--- src/rtl/beam_reg_bank_pkg.sv ---
// +----------------------------------------------------------------------------+
// | beam_scanner_pkg                                                           |
// | Register map, CTRL bit positions, reset defaults and FSM states.           |
// | Revision: 1.0                                                              |
// +----------------------------------------------------------------------------+
`default_nettype none

package beam_scanner_pkg;

  localparam int REG_CTRL        = 0;
  localparam int REG_ANGLE_START = 1;
  localparam int REG_ANGLE_STOP  = 2;
  localparam int REG_ANGLE_STEP  = 3;
  localparam int REG_PRF_DIV     = 4;
  localparam int REG_GATE_DEPTH  = 5;
  localparam int REG_GAIN        = 6;
  localparam int REG_STATUS      = 7;

  localparam int CTRL_SCAN_ENABLE = 0;
  localparam int CTRL_SCAN_START  = 1;
  localparam int CTRL_ERR_CLR     = 15;

  localparam int ADDR_READ_BIT = 7;

  localparam logic [15:0] RST_ANGLE_STEP = 16'h0001;
  localparam logic [15:0] RST_PRF_DIV    = 16'h0100;

  typedef enum logic [1:0] {
    IDLE  = 2'd0,
    WRITE = 2'd1,
    RD_HI = 2'd2,
    RD_LO = 2'd3
  } state_t;

endpackage

`default_nettype wire

--- src/rtl/beam_reg_bank_if.sv ---
// +----------------------------------------------------------------------------+
// | beam_reg_bank_if                                                           |
// | SPI command word in, readback byte stream out.                             |
// | Revision: 1.0                                                              |
// +----------------------------------------------------------------------------+
`default_nettype none

interface beam_reg_bank_if;
  logic [7:0]  reg_addr;
  logic [15:0] reg_value;
  logic        transfered;
  logic [15:0] status_in;
  logic        send_data_mode;
  logic [7:0]  data_out;

  modport master (
    output reg_addr, reg_value, transfered, status_in,
    input  send_data_mode, data_out
  );

  modport slave (
    input  reg_addr, reg_value, transfered, status_in,
    output send_data_mode, data_out
  );
endinterface

`default_nettype wire

--- src/rtl/beam_reg_bank_pulse_sync.sv ---
// +----------------------------------------------------------------------------+
// | pulse_sync                                                                 |
// | Level synchroniser into clk with a one-cycle rising-edge pulse output.     |
// | Revision: 1.0                                                              |
// +----------------------------------------------------------------------------+
`default_nettype none

module pulse_sync #(
  parameter int STAGES = 2
) (
  input  logic clk,
  input  logic reset,
  input  logic level_in,
  output logic pulse_out
);

  logic [STAGES-1:0] r_sync;
  logic              r_prev;

  always_ff @(posedge clk or posedge reset) begin
    if (reset) begin
      r_sync <= '0;
      r_prev <= 1'b0;
    end else begin
      r_sync <= {r_sync[STAGES-2:0], level_in};
      r_prev <= r_sync[STAGES-1];
    end
  end

  assign pulse_out = r_sync[STAGES-1] & ~r_prev;

endmodule

`default_nettype wire

--- src/rtl/beam_reg_bank.sv ---
// +----------------------------------------------------------------------------+
// | beam_reg_bank                                                              |
// | SPI command decode into beam-scanner control registers, 2-byte readback.   |
// | Revision: 1.0                                                              |
// +----------------------------------------------------------------------------+
`default_nettype none

module beam_reg_bank
  import beam_scanner_pkg::*;
#(
  parameter int NREGS       = 8,
  parameter int SYNC_STAGES = 2
) (
  input  logic              clk,
  input  logic              reset,
  beam_reg_bank_if.slave    spi,
  output logic              scan_enable,
  output logic              scan_start,
  output logic [15:0]       angle_start,
  output logic [15:0]       angle_stop,
  output logic [15:0]       angle_step,
  output logic [15:0]       prf_div,
  output logic [15:0]       gate_depth,
  output logic [15:0]       gain,
  output logic              wr_strobe,
  output logic              err_addr
);

  localparam int IW = (NREGS > 1) ? $clog2(NREGS) : 1;

  state_t      r_state;
  state_t      w_next;
  logic        w_xfer;
  logic [6:0]  r_idx;
  logic [15:0] r_value;
  logic [15:0] r_rdata;
  logic [15:0] r_regs [NREGS];
  logic        r_wr_strobe;
  logic        r_scan_start;
  logic        r_err;
  logic        w_addr_ok;
  logic        w_wr_ok;
  logic [15:0] w_rd_word;

  pulse_sync #(.STAGES(SYNC_STAGES)) u_sync (
    .clk       (clk),
    .reset     (reset),
    .level_in  (spi.transfered),
    .pulse_out (w_xfer)
  );

  assign w_addr_ok = ({1'b0, spi.reg_addr[6:0]} < 8'(NREGS));
  assign w_wr_ok   = ({1'b0, r_idx} < 8'(NREGS));

  always_comb begin
    w_rd_word = 16'h0000;
    if (w_addr_ok) begin
      if (spi.reg_addr[6:0] == 7'(REG_STATUS))
        w_rd_word = spi.status_in;
      else
        w_rd_word = r_regs[spi.reg_addr[IW-1:0]];
    end
  end

  always_ff @(posedge clk or posedge reset) begin
    if (reset) r_state <= IDLE;
    else       r_state <= w_next;
  end

  always_comb begin
    w_next             = r_state;
    spi.send_data_mode = 1'b0;
    spi.data_out       = 8'h00;
    case (r_state)
      IDLE:  if (w_xfer) w_next = spi.reg_addr[ADDR_READ_BIT] ? RD_HI : WRITE;
      WRITE: w_next = IDLE;
      RD_HI: begin
        spi.send_data_mode = 1'b1;
        spi.data_out       = r_rdata[15:8];
        if (w_xfer) w_next = RD_LO;
      end
      RD_LO: begin
        spi.send_data_mode = 1'b1;
        spi.data_out       = r_rdata[7:0];
        if (w_xfer) w_next = IDLE;
      end
      default: w_next = IDLE;
    endcase
  end

  always_ff @(posedge clk or posedge reset) begin
    if (reset) begin
      r_idx        <= '0;
      r_value      <= '0;
      r_rdata      <= '0;
      r_wr_strobe  <= 1'b0;
      r_scan_start <= 1'b0;
      r_err        <= 1'b0;
      for (int i = 0; i < NREGS; i++) r_regs[i] <= 16'h0000;
      r_regs[REG_ANGLE_STEP] <= RST_ANGLE_STEP;
      r_regs[REG_PRF_DIV]    <= RST_PRF_DIV;
    end else begin
      r_wr_strobe  <= 1'b0;
      r_scan_start <= 1'b0;

      // Command fields are only trusted in the cycle the strobe arrives.
      if (r_state == IDLE && w_xfer) begin
        r_idx   <= spi.reg_addr[6:0];
        r_value <= spi.reg_value;
        if (spi.reg_addr[ADDR_READ_BIT]) begin
          r_rdata <= w_rd_word;
          if (!w_addr_ok) r_err <= 1'b1;
        end
      end

      if (r_state == WRITE) begin
        if (w_wr_ok) begin
          r_wr_strobe <= 1'b1;
          if (r_idx == 7'(REG_CTRL)) begin
            r_regs[REG_CTRL] <= {15'b0, r_value[CTRL_SCAN_ENABLE]};
            r_scan_start     <= r_value[CTRL_SCAN_START];
            if (r_value[CTRL_ERR_CLR]) r_err <= 1'b0;
          end else if (r_idx != 7'(REG_STATUS)) begin
            r_regs[r_idx[IW-1:0]] <= r_value;
          end
        end else begin
          r_err <= 1'b1;
        end
      end
    end
  end

  assign scan_enable = r_regs[REG_CTRL][CTRL_SCAN_ENABLE];
  assign scan_start  = r_scan_start;
  assign angle_start = r_regs[REG_ANGLE_START];
  assign angle_stop  = r_regs[REG_ANGLE_STOP];
  assign angle_step  = r_regs[REG_ANGLE_STEP];
  assign prf_div     = r_regs[REG_PRF_DIV];
  assign gate_depth  = r_regs[REG_GATE_DEPTH];
  assign gain        = r_regs[REG_GAIN];
  assign wr_strobe   = r_wr_strobe;
  assign err_addr    = r_err;

endmodule

`default_nettype wire

--- src/flat_wrapper.sv ---
// flat-port wrapper written by rule: the top's interface ports become plain ports
module beam_reg_bank_flat import beam_scanner_pkg::*;
#(
  parameter int NREGS       = 8,
  parameter int SYNC_STAGES = 2
)
  (clk, reset, scan_enable, scan_start, angle_start, angle_stop, angle_step, prf_div, gate_depth, gain, wr_strobe, err_addr, spi_reg_addr, spi_reg_value, spi_transfered, spi_status_in, spi_send_data_mode, spi_data_out);
  beam_reg_bank_if spi_i ();
  input  logic clk;
  input  logic reset;
  output logic scan_enable;
  output logic scan_start;
  output logic [15:0] angle_start;
  output logic [15:0] angle_stop;
  output logic [15:0] angle_step;
  output logic [15:0] prf_div;
  output logic [15:0] gate_depth;
  output logic [15:0] gain;
  output logic wr_strobe;
  output logic err_addr;
  input wire logic [$bits(spi_i.reg_addr)-1:0] spi_reg_addr;
  input wire logic [$bits(spi_i.reg_value)-1:0] spi_reg_value;
  input wire logic [$bits(spi_i.transfered)-1:0] spi_transfered;
  input wire logic [$bits(spi_i.status_in)-1:0] spi_status_in;
  output wire logic [$bits(spi_i.send_data_mode)-1:0] spi_send_data_mode;
  output wire logic [$bits(spi_i.data_out)-1:0] spi_data_out;
  assign spi_i.reg_addr = spi_reg_addr;
  assign spi_i.reg_value = spi_reg_value;
  assign spi_i.transfered = spi_transfered;
  assign spi_i.status_in = spi_status_in;
  assign spi_send_data_mode = spi_i.send_data_mode;
  assign spi_data_out = spi_i.data_out;
  beam_reg_bank #(.NREGS(NREGS), .SYNC_STAGES(SYNC_STAGES)) u_core (.clk(clk), .reset(reset), .spi(spi_i), .scan_enable(scan_enable), .scan_start(scan_start), .angle_start(angle_start), .angle_stop(angle_stop), .angle_step(angle_step), .prf_div(prf_div), .gate_depth(gate_depth), .gain(gain), .wr_strobe(wr_strobe), .err_addr(err_addr));
endmodule
--- config.mk ---
export PLATFORM = sky130hd
export DESIGN_NAME = beam_reg_bank_flat
export DESIGN_NICKNAME = d
export VERILOG_FILES = /design/src/rtl/beam_reg_bank_pkg.sv /design/src/rtl/beam_reg_bank_if.sv /design/src/rtl/beam_reg_bank_pulse_sync.sv /design/src/rtl/beam_reg_bank.sv /design/src/flat_wrapper.sv
export SDC_FILE = /design/constraint.sdc
export NUM_CORES = 1
export LEC_CHECK = 0
export CAP_MARGIN = 20
export CORE_MARGIN = 2
export CORE_UTILIZATION = 40
export CTS_CLUSTER_DIAMETER = 100
export DETAILED_ROUTE_END_ITERATION = 10
export PLACE_DENSITY_LB_ADDON = 0.2
export SLEW_MARGIN = 25
export SYNTH_ARGS = -nofsm -noshare
export SYNTH_HDL_FRONTEND = slang
export SYNTH_HIERARCHICAL = 1
export SYNTH_SLANG_ARGS = --single-unit
--- constraint.sdc ---
create_clock -name clk -period 6.1 [get_ports clk]
set_input_delay 0.915 -clock clk [delete_from_list [all_inputs] [get_ports clk]]
set_output_delay 0.915 -clock clk [all_outputs]
set_load 0.01 [all_outputs]
Yosys cells after proc, flatten, opt, wreduce, memory -nomap -nowiden. Index checks and enable logic that the tools add are counted.

Output and inout bits: 109. Word-level logic and storage cells: 74. Flip-flop bits (word level): 175. Bits of input ports: 43.

Bitwise operators: 5. Reduce and logical (&&, ||, !) cells: 10. Muxes and demuxes: 29. Magnitude comparators: 5. Equal/unequal tests: 8.

Operator list (count): 128-bit bitwise mux (1); 128-bit two-way mux (1); 16-bit two-way mux (6); 16-bit binary-select mux with 3-bit select (1); 16-bit demux with 3-bit select (1); 8-bit case mux with 2 select lines (1); 7-bit by 4-bit < comparator with 1-bit output (second input constant) (2); 1-bit two-way mux (13); 4-bit >= comparator (second input constant) (2); 2-bit two-way mux (4); 3-bit inverter with 4-bit output (2); 2-bit case mux with 4 select lines (1); 7-bit by 3-bit == test with 1-bit output (second input constant) (1); 7-bit zero test (1); 7-bit by 3-bit != test with 1-bit output (second input constant) (1); 2-bit by 1-bit != test with 1-bit output (second input constant) (3); 3-bit AND reduction (2); 2-bit == test (second input constant) (2); 4-bit by 1-bit < comparator with 1-bit output (second input constant) (1); 4-bit AND reduction (1); 2-bit by 1-bit == test with 1-bit output (second input constant) (1); 1-bit logical AND (2); 2-bit zero test (1); 1-bit inverter (2); 4 further kinds (4).

Logic depth before layout (Yosys ltp).
Depth after elaboration: 8. Gate-level depth with buffers: 8. Gate-level depth less buffers: 5.

Modules after synthesis. The synthesis kept the hierarchy.

By module, submodules not included: beam_reg_bank (cells each 593, instances 1, area each 8369.3 sq um, seq. area each 4306.6 sq um); pulse_sync (cells each 5, instances 1, area each 92.6 sq um, seq. area each 75.1 sq um).

Worst setup path before layout. OpenSTA, ideal clock, no wires.

Kind: in2reg. From: in spi_reg_addr[0]. To: reg u_core.r_rdata[0]. Cell stages on the path: 7. Path buffers: 3. Data required time: 5974 ps. Library setup time: 126 ps. Path slack: 3611 ps. Arrival time: 2363 ps. Cells stage by stage: buf_4 > buf_4 > buf_4 > mux4_2 > nand2_1 > a21oi_1 > a221o_1.

Word-level cells in the longest chain between the ends: 6. Elaborated cells between the ends (all ways): 8. Classes of those cells: 1 x order compare; 1 x eq/ne; 5 x mux; 1 x bitwise.

RTL lines: start, declared (line flat_wrapper.sv:21) `input wire logic [$bits(spi_i.reg_addr)-1:0] spi_reg_addr;`; 3-bit inverter with 4-bit output (implied by the code) (line beam_reg_bank.sv:61) `w_rd_word = r_regs[spi.reg_addr[IW-1:0]];`; 16-bit binary-select mux with 3-bit select (line beam_reg_bank.sv:61); 16-bit two-way mux (implied by the code) (2 in a row) (line beam_reg_bank.sv:61); 16-bit two-way mux (line beam_reg_bank.sv:58) `if (spi.reg_addr[6:0] == 7'(REG_STATUS))`; 16-bit two-way mux * (line beam_reg_bank.sv:57) `if (w_addr_ok) begin`; end signal, assigned (line beam_reg_bank.sv:111) `r_rdata <= w_rd_word;`; end, declared (line beam_reg_bank.sv:36) `logic [15:0] r_rdata;`.

Every way passes the cells marked *; elsewhere a longest branch is shown, timed or not. The select of a mux whose other input is x is not followed. A chain may end at the register's enable or synchronous reset.

Worst setup path in the final report.
From: reg u_core.r_state[0]. To: out spi_data_out[6].

Word-level cells in the longest chain between the ends: 2. Elaborated cells between the ends (all ways): 3. Classes of those cells: 2 x eq/ne; 1 x mux.

RTL lines: start, declared (line beam_reg_bank.sv:31) `state_t r_state;`; start signal, assigned (line beam_reg_bank.sv:67) `else r_state <= w_next;`; 2-bit == test (line beam_reg_bank.sv:74) `case (r_state)`; 8-bit case mux with 2 select lines * (line beam_reg_bank.sv:74); end, declared (line flat_wrapper.sv:26) `output wire logic [$bits(spi_i.data_out)-1:0] spi_data_out;`.

Every way passes the cells marked *; elsewhere a longest branch is shown, timed or not.

==> reports/metrics.csv <==
metric;value;unit
Setup Fix Bufs, Post-CTS;0;
Placeable Area;0.0209;mm2
# rows;53;
maximum VDD drop;153;uV
crit path capture type;output pin;
ys async rst share;100;%
TritonCTS clock tree;built;
status;finished, final reports clean;
syn_area_per_cell;14.2;um2
Hold WC Path Type;reg2reg;
hold_sp;u_core/u_sync/r_sync[0]$_DFF_PP0_;
Leak Pwr;4.42;nW
number of port buffers;151;
Final Worst Setup Slack;3.12;ns
drt wl/cell;21.9;um
setup TNS;0;ns
pre-CTS setup slack;2.74;ns
GRT overflow;0;
Cell Area, Synth;0.00846;mm2
Syn Nets;641;
hpwl dp;14100;um
Peak Freq;336;MHz
final setup fails;0;
Yosys warnings;6;
main combinational cell family by area after synthesis;multiplexers;
chip height;149;um
hold_buf cts;0;
first-pass GRT wire length;30400;um
fillers;1806;
Synth Area in Adders;0;%
GPL Wtd Cong;0.774;
CTS Buf Count;17;
GRT Overall Usage;18.5;%
vias in the first global route;4969;
max_slew headroom;34.8;%
Worst EP arrival;2.06;ns
Syn-to-layout area delta;17.9;%
ratio of cells with drive above 1 in the final layout;31.8;%
placed cells;887;
worst r2r dst;u_core/prf_div[12]$_DFFE_PP0P_;
Non-Filler Instances;919;
Die Footprint;0.0223;mm2
minimum clock period;2.98;ns
final net count;674;
Crit Path Class;reg2out;
Tot Pwr;3.90;mW
critical path startpoint;u_core/r_state[0]$_DFFE_PP0P_;
Pins Over Slew Limit;0;
mux contribution to synthesized area;26.3;%
htree depth;4;
Compound-Gate Fraction of Synth Area;3.12;%
Post-Synth Simple-Gate Area;6.88;%
Hold EP;u_core/u_sync/r_sync[1]$_DFF_PP0_;
Worst R2R Start;u_core/r_state[0]$_DFFE_PP0P_;
RSZ-0062 raised after global routing;no;
Required @ worst endpoint;5.18;ns
XOR/XNOR share of the synthesized area;0.104;%
die span in x;149;um
Yosys cell types;37;
Detailed Route Iter0 Violations;232;
worst-path fanout max;14;
R2R depth;4;
root buf cell;clkbuf_16;
max cap viols;0;
clock tree sinks;175;
Reg clk slew, reported paths;0.06;ns
Finished Core Util;47.8;%
register area share after synthesis;51.8;%
Primary FF master, synth;dfrtp_1;
FF-to-FF setup slack;3.53;ns
Starting Density;40.5;%
clk_skew;0.0133;ns
Worst Tran Pin Value;0.978;ns
boundary pin count;152;
initial antenna violation count;0;
n_diodes;0;
register bit total from synthesis;175;
WHS Path Cells;0;
CTS resizes;0;
pin count of the biggest net entering global routing;73;
routed wire length;20100;um
clk_lat worst skew;0.43;ns
Via-to-Cell Ratio;5.12;
Worst setup SP type;flip-flop;
period utilization;48.8;%
DRT Pass-1 Iters;4;
number of remaining DRC errors;0;
pwr/cell area;391;mW/mm2
post-route ant nets;0;
Post-synth EDFFs;0;
Synth Instances;598;
via count;4701;
Clock Tree Buf Depth;2;
Final Hold Vio Count;0;
-- layout by cell type (no fill, tap or decap), types with 2 or more instances in the layout --
master           netlist  routed
dfrtp_1              173     173
clkdlybuf4s50_1        0     149
mux2_2               100     100
mux4_2                32      32
nor2b_1               23      23
mux2_4                20      20
nand2_1               19      19
a21oi_1               18      18
clkbuf_16              0      17
nand2b_1              17      17
a221o_1               16      16
mux2i_1                8       8
buf_4                100       6
clkinv_2               0       4
clkbuf_1              29       3
clkinv_4               0       3
bufinv_16              0       3
clkbuf_8               0       2
buf_2                  7       2
nand4b_4               2       2
and4bb_2               0       2
nor2_1                 3       2
nand3_1                2       2
dfstp_2                2       2
-- per-stage QoR --
stage                     cell area [um2]  hold WS (ns)
after global placement               9370         0.343
final                                9980         0.362
after floorplan                      8460         0.331
after CTS                            9970         0.362
after global routing                 9980         0.380
after detailed placement             9370         0.337
-- power by group --
| part | internal [mW] | leakage, nW | switching [mW] |
|---|---|---|---|
| Clock | 0.665 | 0.298 | 0.438 |
| Combinational | 0.659 | 1.76 | 0.355 |
| Sequential | 1.42 | 2.36 | 0.357 |
| Total | 2.75 | 4.42 | 1.15 |
-- per-layer routing --
metal | up-vias | GRT usage [%] | share of wire, %
met5 | - | 0 | 0
met4 | 0 | 4.86 | 1.2
met3 | 17 | 4.82 | 5.6
met2 | 118 | 28.1 | 46
met1 | 2488 | 26.5 | 47
li1 | 2078 | - | -
-- critical path, stage by stage (launching register included) --
cell and delay, ns:
dfrtp_1 0.75, mux2i_1 0.21, nor2b_1 0.15, clkdlybuf4s50_1 0.54
-- flip-flops by register name, indices dropped and copies added (netlist names), 2 cells and up --
signal	flops
u_core/r_idx	7
u_core/r_regs	31
u_core/angle_step	16
u_core/gate_depth	16
u_core/r_value	16
u_core/angle_stop	16
u_core/prf_div	16
u_core/gain	16
u_core/angle_start	16
u_core/u_sync/r_sync	2
u_core/r_rdata	16
u_core/r_state	2
-- cell type report --
| cell class | count | area [um2] | share of cell area, % |
|---|---|---|---|
| sequential | 175 | 4380 | 43.9 |
| multi-input combinational | 278 | 3090 | 31.0 |
| inverter | 2 | 12.5 | 0.125 |
| timing repair buffer | 157 | 1550 | 15.5 |
| clock buffer | 22 | 464 | 4.65 |
| clock inverter | 10 | 136 | 1.37 |
| tap | 275 | 344 | 3.45 |
-- worst max path at each step --
stage	endpoint	slack (ns)	cells past startpoint
final	spi_data_out[6]	3.12	3
after global routing	u_core/r_rdata[7]$_DFFE_PP0P_	2.94	5
after CTS	spi_data_out[0]	3.12	3
after detailed placement	u_core/r_rdata[2]$_DFFE_PP0P_	2.74	4
after global placement	u_core/r_rdata[3]$_DFFE_PP0P_	2.87	4
after floorplan	u_core/angle_start[0]$_DFFE_PP0P_	0.53	1
-- cell usage after synthesis, types with 3 or more instances --
cell | instances | area, um2
nand2b_1 | 17 | 106
mux2_2 | 100 | 1130
a221o_1 | 16 | 160
dfrtp_1 | 173 | 4330
buf_4 | 100 | 751
clkbuf_1 | 29 | 109
buf_2 | 7 | 35.0
nand2_1 | 19 | 71.3
a21oi_1 | 18 | 90.1
mux2_4 | 20 | 300
nor2b_1 | 23 | 144
mux2i_1 | 8 | 80.1
mux4_2 | 32 | 721
nor2_1 | 3 | 11.3
buf_6 | 5 | 56.3
-- cell families (layout without fill, tap and decap cells) --
logic type	after synthesis	in the layout
AND/OR/NAND/NOR	81	81
buffers and inverters	145	191
multiplexers	160	160
XOR/XNOR	1	1
AO/OA/AOI/OAI	36	36
flip-flops	175	175
(Power assumes the default switching activity.)
